`src/rtl/serial_pkg.sv`:
```
// Shared definitions for the serial pattern transmitter and the sequence
// detector blocks it drives, so both sides agree on the idle line level.
package serial_pkg;

   typedef enum logic [1:0] {
      S_IDLE = 2'd0,
      S_SEND = 2'd1,
      S_GAP  = 2'd2,
      S_DONE = 2'd3
   } state_t;

   // Line level between transmissions; detectors hold their start state on it.
   localparam logic IDLE_LEVEL = 1'b1;

endpackage

```
`src/rtl/load_down_counter.sv`:
```
// Loadable down-counter with a terminal-count (zero) flag.
// Load wins over enable; the count stops at zero rather than wrapping.
module load_down_counter #(
   parameter int W = 4
) (
   input  logic         clock,
   input  logic         reset,
   input  logic         load,
   input  logic [W-1:0] load_value,
   input  logic         enable,
   output logic         zero
);

   localparam logic [W-1:0] ONE = W'(1);

   logic [W-1:0] count;

   // Count register: load, otherwise decrement toward zero when enabled.
   always_ff @(posedge clock or negedge reset) begin
      if (!reset) begin
         count <= '0;
      end else if (load) begin
         count <= load_value;
      end else if (enable && (count != '0)) begin
         count <= count - ONE;
      end
   end

   assign zero = (count == '0);

endmodule

```
`src/rtl/serial_pattern_tx.sv`:
```
// Serial pattern transmitter: shifts a captured WIDTH-bit pattern out
// MSB-first, optionally repeating it with idle-level gaps between copies.
//
// state  | meaning
// -------+-----------------------------------------------------------
// S_IDLE | line at idle level, waiting for start
// S_SEND | shifting one pattern bit per cycle onto serial_out
// S_GAP  | idle-level cycles between two copies
// S_DONE | single-cycle done pulse, then back to S_IDLE
module serial_pattern_tx
   import serial_pkg::*;
#(
   parameter int WIDTH = 4,
   parameter int CNT_W = 4
) (
   input  logic             clock,
   input  logic             reset,
   input  logic             start,
   input  logic             abort,
   input  logic [WIDTH-1:0] pattern,
   input  logic [CNT_W-1:0] repeats,
   input  logic [CNT_W-1:0] gap,
   output logic             serial_out,
   output logic             bit_valid,
   output logic             busy,
   output logic             done,
   output logic [CNT_W-1:0] sent_count
);

   localparam int              BIT_W    = (WIDTH > 1) ? $clog2(WIDTH) : 1;
   localparam logic [BIT_W-1:0] BIT_LAST = BIT_W'(WIDTH - 1);
   localparam logic [CNT_W-1:0] CNT_ONE  = CNT_W'(1);
   localparam logic [CNT_W-1:0] CNT_MAX  = '1;

   state_t             state_q, state_d;
   logic [WIDTH-1:0]   shift_q, shift_d;
   logic [WIDTH-1:0]   pat_q, pat_d;
   logic [CNT_W-1:0]   copies_q, copies_d;
   logic [CNT_W-1:0]   gap_q, gap_d;
   logic [CNT_W-1:0]   sent_q, sent_d;
   logic [CNT_W-1:0]   gap_reload;
   logic               bit_load, bit_en, bit_zero;
   logic               gap_load, gap_en, gap_zero;
   logic               serial_d, valid_d, busy_d, done_d;

   // Gap counter runs gap-1 down to 0, giving exactly gap idle cycles.
   assign gap_reload = gap_q - CNT_ONE;

   load_down_counter #(.W(BIT_W)) u_bit_cnt (
      .clock      (clock),
      .reset      (reset),
      .load       (bit_load),
      .load_value (BIT_LAST),
      .enable     (bit_en),
      .zero       (bit_zero)
   );

   load_down_counter #(.W(CNT_W)) u_gap_cnt (
      .clock      (clock),
      .reset      (reset),
      .load       (gap_load),
      .load_value (gap_reload),
      .enable     (gap_en),
      .zero       (gap_zero)
   );

   // Next-state, shadow-register and counter-control decode.
   always_comb begin
      state_d  = state_q;
      shift_d  = shift_q;
      pat_d    = pat_q;
      copies_d = copies_q;
      gap_d    = gap_q;
      sent_d   = sent_q;
      bit_load = 1'b0;
      bit_en   = 1'b0;
      gap_load = 1'b0;
      gap_en   = 1'b0;
      case (state_q)
         S_IDLE: begin
            if (start && !abort) begin
               pat_d    = pattern;
               shift_d  = pattern;
               copies_d = (repeats == '0) ? CNT_ONE : repeats;
               gap_d    = gap;
               sent_d   = '0;
               bit_load = 1'b1;
               state_d  = S_SEND;
            end
         end
         S_SEND: begin
            if (abort) begin
               state_d = S_IDLE;
            end else begin
               bit_en  = 1'b1;
               shift_d = shift_q << 1;
               if (bit_zero) begin
                  if (sent_q != CNT_MAX) begin
                     sent_d = sent_q + CNT_ONE;
                  end
                  if (copies_q > CNT_ONE) begin
                     copies_d = copies_q - CNT_ONE;
                     shift_d  = pat_q;
                     bit_load = 1'b1;
                     if (gap_q != '0) begin
                        gap_load = 1'b1;
                        state_d  = S_GAP;
                     end
                  end else begin
                     state_d = S_DONE;
                  end
               end
            end
         end
         S_GAP: begin
            if (abort) begin
               state_d = S_IDLE;
            end else if (gap_zero) begin
               shift_d  = pat_q;
               bit_load = 1'b1;
               state_d  = S_SEND;
            end else begin
               gap_en = 1'b1;
            end
         end
         S_DONE: begin
            state_d = S_IDLE;
         end
         default: begin
            state_d = S_IDLE;
         end
      endcase
   end

   // Output values for the coming cycle, decoded from the next state so the
   // registered outputs line up with the state they describe.
   always_comb begin
      serial_d = (state_d == S_SEND) ? shift_d[WIDTH-1] : IDLE_LEVEL;
      valid_d  = (state_d == S_SEND);
      busy_d   = (state_d == S_SEND) || (state_d == S_GAP);
      done_d   = (state_d == S_DONE);
   end

   // State, shadow registers and registered outputs.
   always_ff @(posedge clock or negedge reset) begin
      if (!reset) begin
         state_q    <= S_IDLE;
         shift_q    <= '0;
         pat_q      <= '0;
         copies_q   <= '0;
         gap_q      <= '0;
         sent_q     <= '0;
         serial_out <= IDLE_LEVEL;
         bit_valid  <= 1'b0;
         busy       <= 1'b0;
         done       <= 1'b0;
      end else begin
         state_q    <= state_d;
         shift_q    <= shift_d;
         pat_q      <= pat_d;
         copies_q   <= copies_d;
         gap_q      <= gap_d;
         sent_q     <= sent_d;
         serial_out <= serial_d;
         bit_valid  <= valid_d;
         busy       <= busy_d;
         done       <= done_d;
      end
   end

   assign sent_count = sent_q;

endmodule

```
`config.mk`:
```
export PLATFORM = sky130hd
export DESIGN_NAME = serial_pattern_tx
export DESIGN_NICKNAME = d
export VERILOG_FILES = /design/src/rtl/serial_pkg.sv /design/src/rtl/load_down_counter.sv /design/src/rtl/serial_pattern_tx.sv
export SDC_FILE = /design/constraint.sdc
export NUM_CORES = 1
export LEC_CHECK = 0
export CAP_MARGIN = 15
export CORE_MARGIN = 2
export CORE_UTILIZATION = 54
export DETAILED_ROUTE_END_ITERATION = 7
export MAX_ROUTING_LAYER = met4
export PLACE_DENSITY_LB_ADDON = 0.05
export SLEW_MARGIN = 20
export SYNTH_ARGS = -nofsm -noshare
export SYNTH_HDL_FRONTEND = slang
export SYNTH_SLANG_ARGS = --single-unit
```
`constraint.sdc`:
```
create_clock -name clock -period 2.9 [get_ports clock]
set_input_delay 0.58 -clock clock [delete_from_list [all_inputs] [get_ports clock]]
set_output_delay 0.58 -clock clock [all_outputs]
set_load 0.1 [all_outputs]
```
After elaboration in Yosys (flattened, before gate mapping)
Cells that the tools add are included.

Bits in registers: 32. Bits in latches: 0. RAM bits: 0. ROM bits: 0. Bits of input ports: 16. Output and inout bits: 8. Word-level logic and storage cells: 101. Memories kept: 0.

$add $sub $neg: 5. Multipliers: 0. Divide/modulo/power cells: 0. $lt $le $gt $ge: 1. Equality and inequality tests: 14. Shift operators: 0. Multiplexer cells: 48. Bitwise operators: 0. Reductions and logical operators: 20.

Operators by type and width (count): $mux 4 (17); $mux 2 (9); $mux 1 (17); $pmux 4 s2 (2); $reduce_and 5->1 (3); $ne 2x2->1 const B (7); $pmux 4 s3 (1); $sub 4x1->4 const B (3); $eq 2x2->1 const B (4); $logic_not 4->1 (2); $pmux 2 s4 (1); $reduce_bool 2->1 (4); $reduce_bool 4->1 (2); $add 4x1->4 const B (1); $eq 2x1->1 const B (2); $gt 4x1->1 const B (1); $logic_not 2->1 (2); $ne 4x4->1 const B (1); $logic_and 1x1->1 (3); $pmux 1 s3 (1); $reduce_bool 3->1 (1); $reduce_and 2->1 (1); $sub 2x1->2 const B (1); $logic_not 1->1 (1); $logic_or 1x1->1 (1).

Longest topological paths before layout
Word-level depth: 8. Mapped depth: 9. Depth with buffers taken out: 9.

By module
Synthesis repeated with hierarchy kept, for this count alone.

Cell total of the unflattened synthesis: 175. Area total of the unflattened synthesis: 1783.0 um2.

By module, submodules not included: serial_pattern_tx (instances 1, cells an instance 135, area each 1380.1 um2); load_down_counter (u_gap_cnt) (instances 1, cells an instance 27, area each 270.3 um2); load_down_counter (u_bit_cnt) (instances 1, cells an instance 13, area each 132.6 um2).

Least setup slack after synthesis
No wires, ideal clock.

Path type: reg-to-reg. Start: register sent_q[0], in the netlist sent_count[0]. End: register sent_q[3], in the netlist sent_count[3]. Library setup time: 65 ps. Arrival time: 2012 ps. Path slack: 823 ps. Stages on the path, launching flop included: 6. Period minus slack after synthesis: 2077 ps. Cells stage by stage: dfrtp_1 -> ha_1 -> nand4b_1 -> o211a_1 -> a41oi_1 -> o21a_1.

Word-level cells in the longest chain between the ends: 5.

RTL lines: start: declaration (RTL line serial_pattern_tx.sv:40) `logic [CNT_W-1:0] sent_q, sent_d;`; start signal: assignment (RTL line serial_pattern_tx.sv:163) `sent_q <= sent_d;`; $add 4x1->4 (RTL line serial_pattern_tx.sv:99) `sent_d = sent_q + CNT_ONE;`; $mux 4 (RTL line serial_pattern_tx.sv:98) `if (sent_q != CNT_MAX) begin`; $mux 4 (RTL line serial_pattern_tx.sv:97) `if (bit_zero) begin`; $mux 4 (RTL line serial_pattern_tx.sv:92) `if (abort) begin`; $pmux 4 s2 (RTL line serial_pattern_tx.sv:79) `case (state_q)`.

Several ways; a longest one is shown, not always the timed one. The select of a mux whose other input is x is not followed. A chain may end at the register's enable or synchronous reset.

Worst setup path after layout
Start: register copies_q[0]. End: register u_gap_cnt.count[2].

Word-level cells in the longest chain between the ends: 6.

RTL lines: start: declaration (RTL line serial_pattern_tx.sv:38) `logic [CNT_W-1:0] copies_q, copies_d;`; start signal: assignment (RTL line serial_pattern_tx.sv:161) `copies_q <= copies_d;`; $gt 4x1->1 * (RTL line serial_pattern_tx.sv:101) `if (copies_q > CNT_ONE) begin`; $mux 1 * (RTL line serial_pattern_tx.sv:101); $mux 1 * (RTL line serial_pattern_tx.sv:97); $mux 1 * (RTL line serial_pattern_tx.sv:92); $mux 1 * (RTL line serial_pattern_tx.sv:79); $mux 4 or $reduce_bool 2->1 (tied branches); end signal: assignment (RTL line load_down_counter.sv:23) `count <= load_value;`; end signal: assignment (RTL line load_down_counter.sv:25) `count <= count - ONE;`; end: declaration (RTL line load_down_counter.sv:16) `logic [W-1:0] count;`.

Mark *: on every way between the ends. The rest lies on a longest branch, timed or not.

==> flow_summary.toml <==
[sta]
achievable-frequency_mhz = 417
finClkSkew_ps = 8.61
grt_setup_unrepaired = "no"
hold-worst-slack_ps = 486
worstMarginPinSlew_ps = 522
slew_headroom_pct = 64.9
period_share_pct = 82.7
final-max-slew-violation-count = 0
timing_hold_violations_final = 0
setup_viol_count_final = 0
setup-tns-final_ps = 0
final.min_clock_period_ps = 2400

[status]
run_status = "finished, final reports clean"

[yosys]
synthSimpleGateAreaFrac_pct = 21.9
synth_xor_area_share_pct = 1.99
synth_fa_ha_area_share_pct = 4.99
syn_nets = 203
seq_area_frac_synth_pct = 45.7
yosys_warnings = 0
number_of_synthesized_flops_with_an_enable_pin = 0
total_standard_cell_area_after_synthesis_mm2 = 0.00176
synth.lib_cells_used.distinct = 54
main_combinational_cell_family_by_area_after_synthesis = "simple AND/OR/NAND/NOR gates"
synth_area_per_cell_um2 = 9.76
yosys_most_used_dff = "sky130_fd_sc_hd__dfrtp_1"
synth-compound-area-share_pct = 17.7
yosys-top-cells-area = "sky130_fd_sc_hd__dfrtp_1 (44%), sky130_fd_sc_hd__nand2_1 (6.4%), sky130_fd_sc_hd__ha_1 (5.0%), sky130_fd_sc_hd__o21ai_0 (2.8%), sky130_fd_sc_hd__inv_1 (2.8%)"
synthesis.instances = 180
synthDominantCellAreaShare_pct = 44.2
synth.ff_latch_count = 32
yosys-mux-area-fraction_pct = 2.92
netlist.top_cell.by_area = "sky130_fd_sc_hd__dfrtp_1"
synth_async_sr_flop_share_pct = 100

[detailed_routing]
drt_pre_antenna_iters = 4
drt_drc = 0
total_wire_length_after_detailed_routing_mm = 3.43
drt_first_iter_violations = 64
viasPerCell = 5.56
antenna_left = 0
total_number_of_vias = 1400
route.detailed.wl_per_inst_um = 13.6

[critical_path]
critical_path_arrival_ps = 2650
worst-endpoint-required_ps = 3150
end_kind = "flip-flop"
startpoint_type = "flip-flop"
reg2reg_from = "copies_q[0]"
largest_driver_fanout_on_the_critical_path = 8
rrSetupSlack_ps = 500
critPathMaxStageDelay_ps = 450
cp_num_cells = 9
r2r_end = "u_gap_cnt.count[2]"
crit_path_frequent_cell = "sky130_fd_sc_hd__ha_1"
timing.critical_path.buf_inv = 1
timing.critical_path.cells = "inv_1, ha_1, nor2_1, o2111ai_2, mux2i_1, ha_1, nand3_1, xor2_1, a21oi_1"
path_delay_family = "simple AND/OR/NAND/NOR gates"
crit_slowest_cell = "sky130_fd_sc_hd__dfrtp_1"
worst-setup-path-type = "reg2reg"
rr_worst_depth = 9

[cts]
clk_pin_slew_ps = 100
tritoncts = "built"
post_cts.resized_instances = 0
cts-root-to-sink-buffers = 2
clock_tree.htree_level_count = 2
clk-insertion-delay-late_ps = 320
postCtsSetupRepairBufs = 0
clkSinkCount = 32
clockRootBuffer = "sky130_fd_sc_hd__clkbuf_4"
numCtsBuffers = 5
cts_hold_buf = 0

[final_layout]
area_growth_from_synthesis_to_final_layout_pct = 17.2
num_antenna_cells = 0
final_nets = 230
layout.cells.most_common = "sky130_fd_sc_hd__dfrtp_1"
filler_cell_count = 263
drive_above_1_share_pct = 12.0
layout.core_utilization_pct = 66.9
layout_common_cells = "sky130_fd_sc_hd__dfrtp_1 (31), sky130_fd_sc_hd__nand2_1 (30), sky130_fd_sc_hd__clkdlybuf4s50_1 (15)"

[job]
cap_viol_max_count = 0

[floorplan]
fp-row-count = 20
core_region_area_mm2 = 0.00308
floorplan.io_pins = 24
initial_core_util_pct = 57.1
die_w_um = 61.0
design.die.area_mm2 = 0.00373
chipHeight_um = 61.0

[power]
power_frac_comb_pct = 42.5
powerDensity_mw_per_mm2 = 810
clock_power_share_pct = 14.1
leakagePower_nw = 0.953
cellInternalPower_mw = 0.928
vdd_drop_max_mv = 0.386
swShare_pct = 44.3
power_switching_mw = 0.739
power.sequential.fraction_pct = 43.5
report.power.total_mw = 1.67

[hold_path]
hold_path_class = "reg2reg"
worst_hold_startpoint = "pat_q[2]"
holdPathStages = 2
min_delay_worst_endpoint = "pat_q[2]"

[grt]
number_of_global_route_vias_before_repair = 1372
grt_max_degree = 33
grt.total_usage_pct = 22.8
antenna_found_initial = 0
grt_pass1_wl_mm = 6.07
grt-ovfl-total = 0

[placed_design]
place_congestion = 0.852
io_buffer_count = 23
detailed_place_hpwl_mm = 2.53
==> through the flow <==
step	setup slack [ps]	instances	cell area, um2
detailed placement	230	244	2010
floorplan	823	180	1760
CTS	469	252	2060
global placement	351	244	2010
finish	502	252	2060
global route	200	252	2060
==> synth_stat cells (3+ instances only) <==
library cell	number
sky130_fd_sc_hd__a21oi_1	6
sky130_fd_sc_hd__buf_2	4
sky130_fd_sc_hd__dfrtp_1	31
sky130_fd_sc_hd__ha_1	7
sky130_fd_sc_hd__inv_1	13
sky130_fd_sc_hd__mux2i_1	4
sky130_fd_sc_hd__nand2_1	30
sky130_fd_sc_hd__nand3_1	9
sky130_fd_sc_hd__nor2_1	8
sky130_fd_sc_hd__nor3_1	4
sky130_fd_sc_hd__nor4_1	3
sky130_fd_sc_hd__o21ai_0	10
sky130_fd_sc_hd__xor2_1	3
==> logic make-up after synthesis <==
logic type / Yosys count
AOI/OAI and AO/OA: 41
adders and majority gates: 7
DFF: 32
xor gates and xnor gates: 4
muxes: 5
buffers and inverters: 19
and+or+nand+nor: 72
==> registers in the layout, indices dropped and copies added (netlist names), 2 cells and up <==
register / cells
copies_q: 4
gap_q: 4
pat_q: 4
sent_count: 4
shift_q: 4
state_q: 2
u_bit_cnt.count: 2
u_gap_cnt.count: 4
==> final cells by class <==
class | instances | area [um2] | area share [%]
Clock buffer | 7 | 45.0 | 2.19
Sequential cell | 32 | 802 | 38.9
Tap cell | 44 | 55.1 | 2.67
Inverter | 13 | 48.8 | 2.37
Timing Repair Buffer | 26 | 233 | 11.3
Multi-Input combinational cell | 129 | 871 | 42.3
Clock inverter | 1 | 5.00 | 0.243
==> worst register-to-register path: stages (launching register included) <==
cell and delay, ps:
sky130_fd_sc_hd__dfrtp_1 450, sky130_fd_sc_hd__inv_1 70, sky130_fd_sc_hd__ha_1 220, sky130_fd_sc_hd__nor2_1 410
sky130_fd_sc_hd__o2111ai_2 320, sky130_fd_sc_hd__mux2i_1 250, sky130_fd_sc_hd__ha_1 210, sky130_fd_sc_hd__nand3_1 90
sky130_fd_sc_hd__xor2_1 150, sky130_fd_sc_hd__a21oi_1 140
==> power groups by stage <==
stage          logic [mW]  registers (mW)  clock network [mW]
6_report            0.708           0.725               0.235
5_1_grt             0.797           0.744               0.262
4_1_cts             0.715           0.724               0.241
3_5_place_dp        0.709           0.733                   0
3_3_place_gp        0.686           0.723                   0
2_1_floorplan       0.406           0.874                   0
==> worst max path at each step <==
stage / start / endpoint / slack [ps]
2_1_floorplan: sent_count[0] / sent_count[3] / 820
3_3_place_gp: abort / u_gap_cnt.count[2] / 350
3_5_place_dp: abort / u_gap_cnt.count[2] / 230
4_1_cts: copies_q[0] / u_gap_cnt.count[2] / 470
5_1_grt: copies_q[0] / u_gap_cnt.count[2] / 200
6_report: copies_q[0] / u_gap_cnt.count[2] / 500
==> layer usage <==
| metal | global-route usage (%) | routed length (um) |
|---|---|---|
| met1 | 30.9 | 1690 |
| met2 | 34.0 | 1580 |
| met3 | 5.04 | 133 |
| met4 | 7.45 | 31 |
| met5 | - | 0 |
Power figures use the tool's default switching activity.
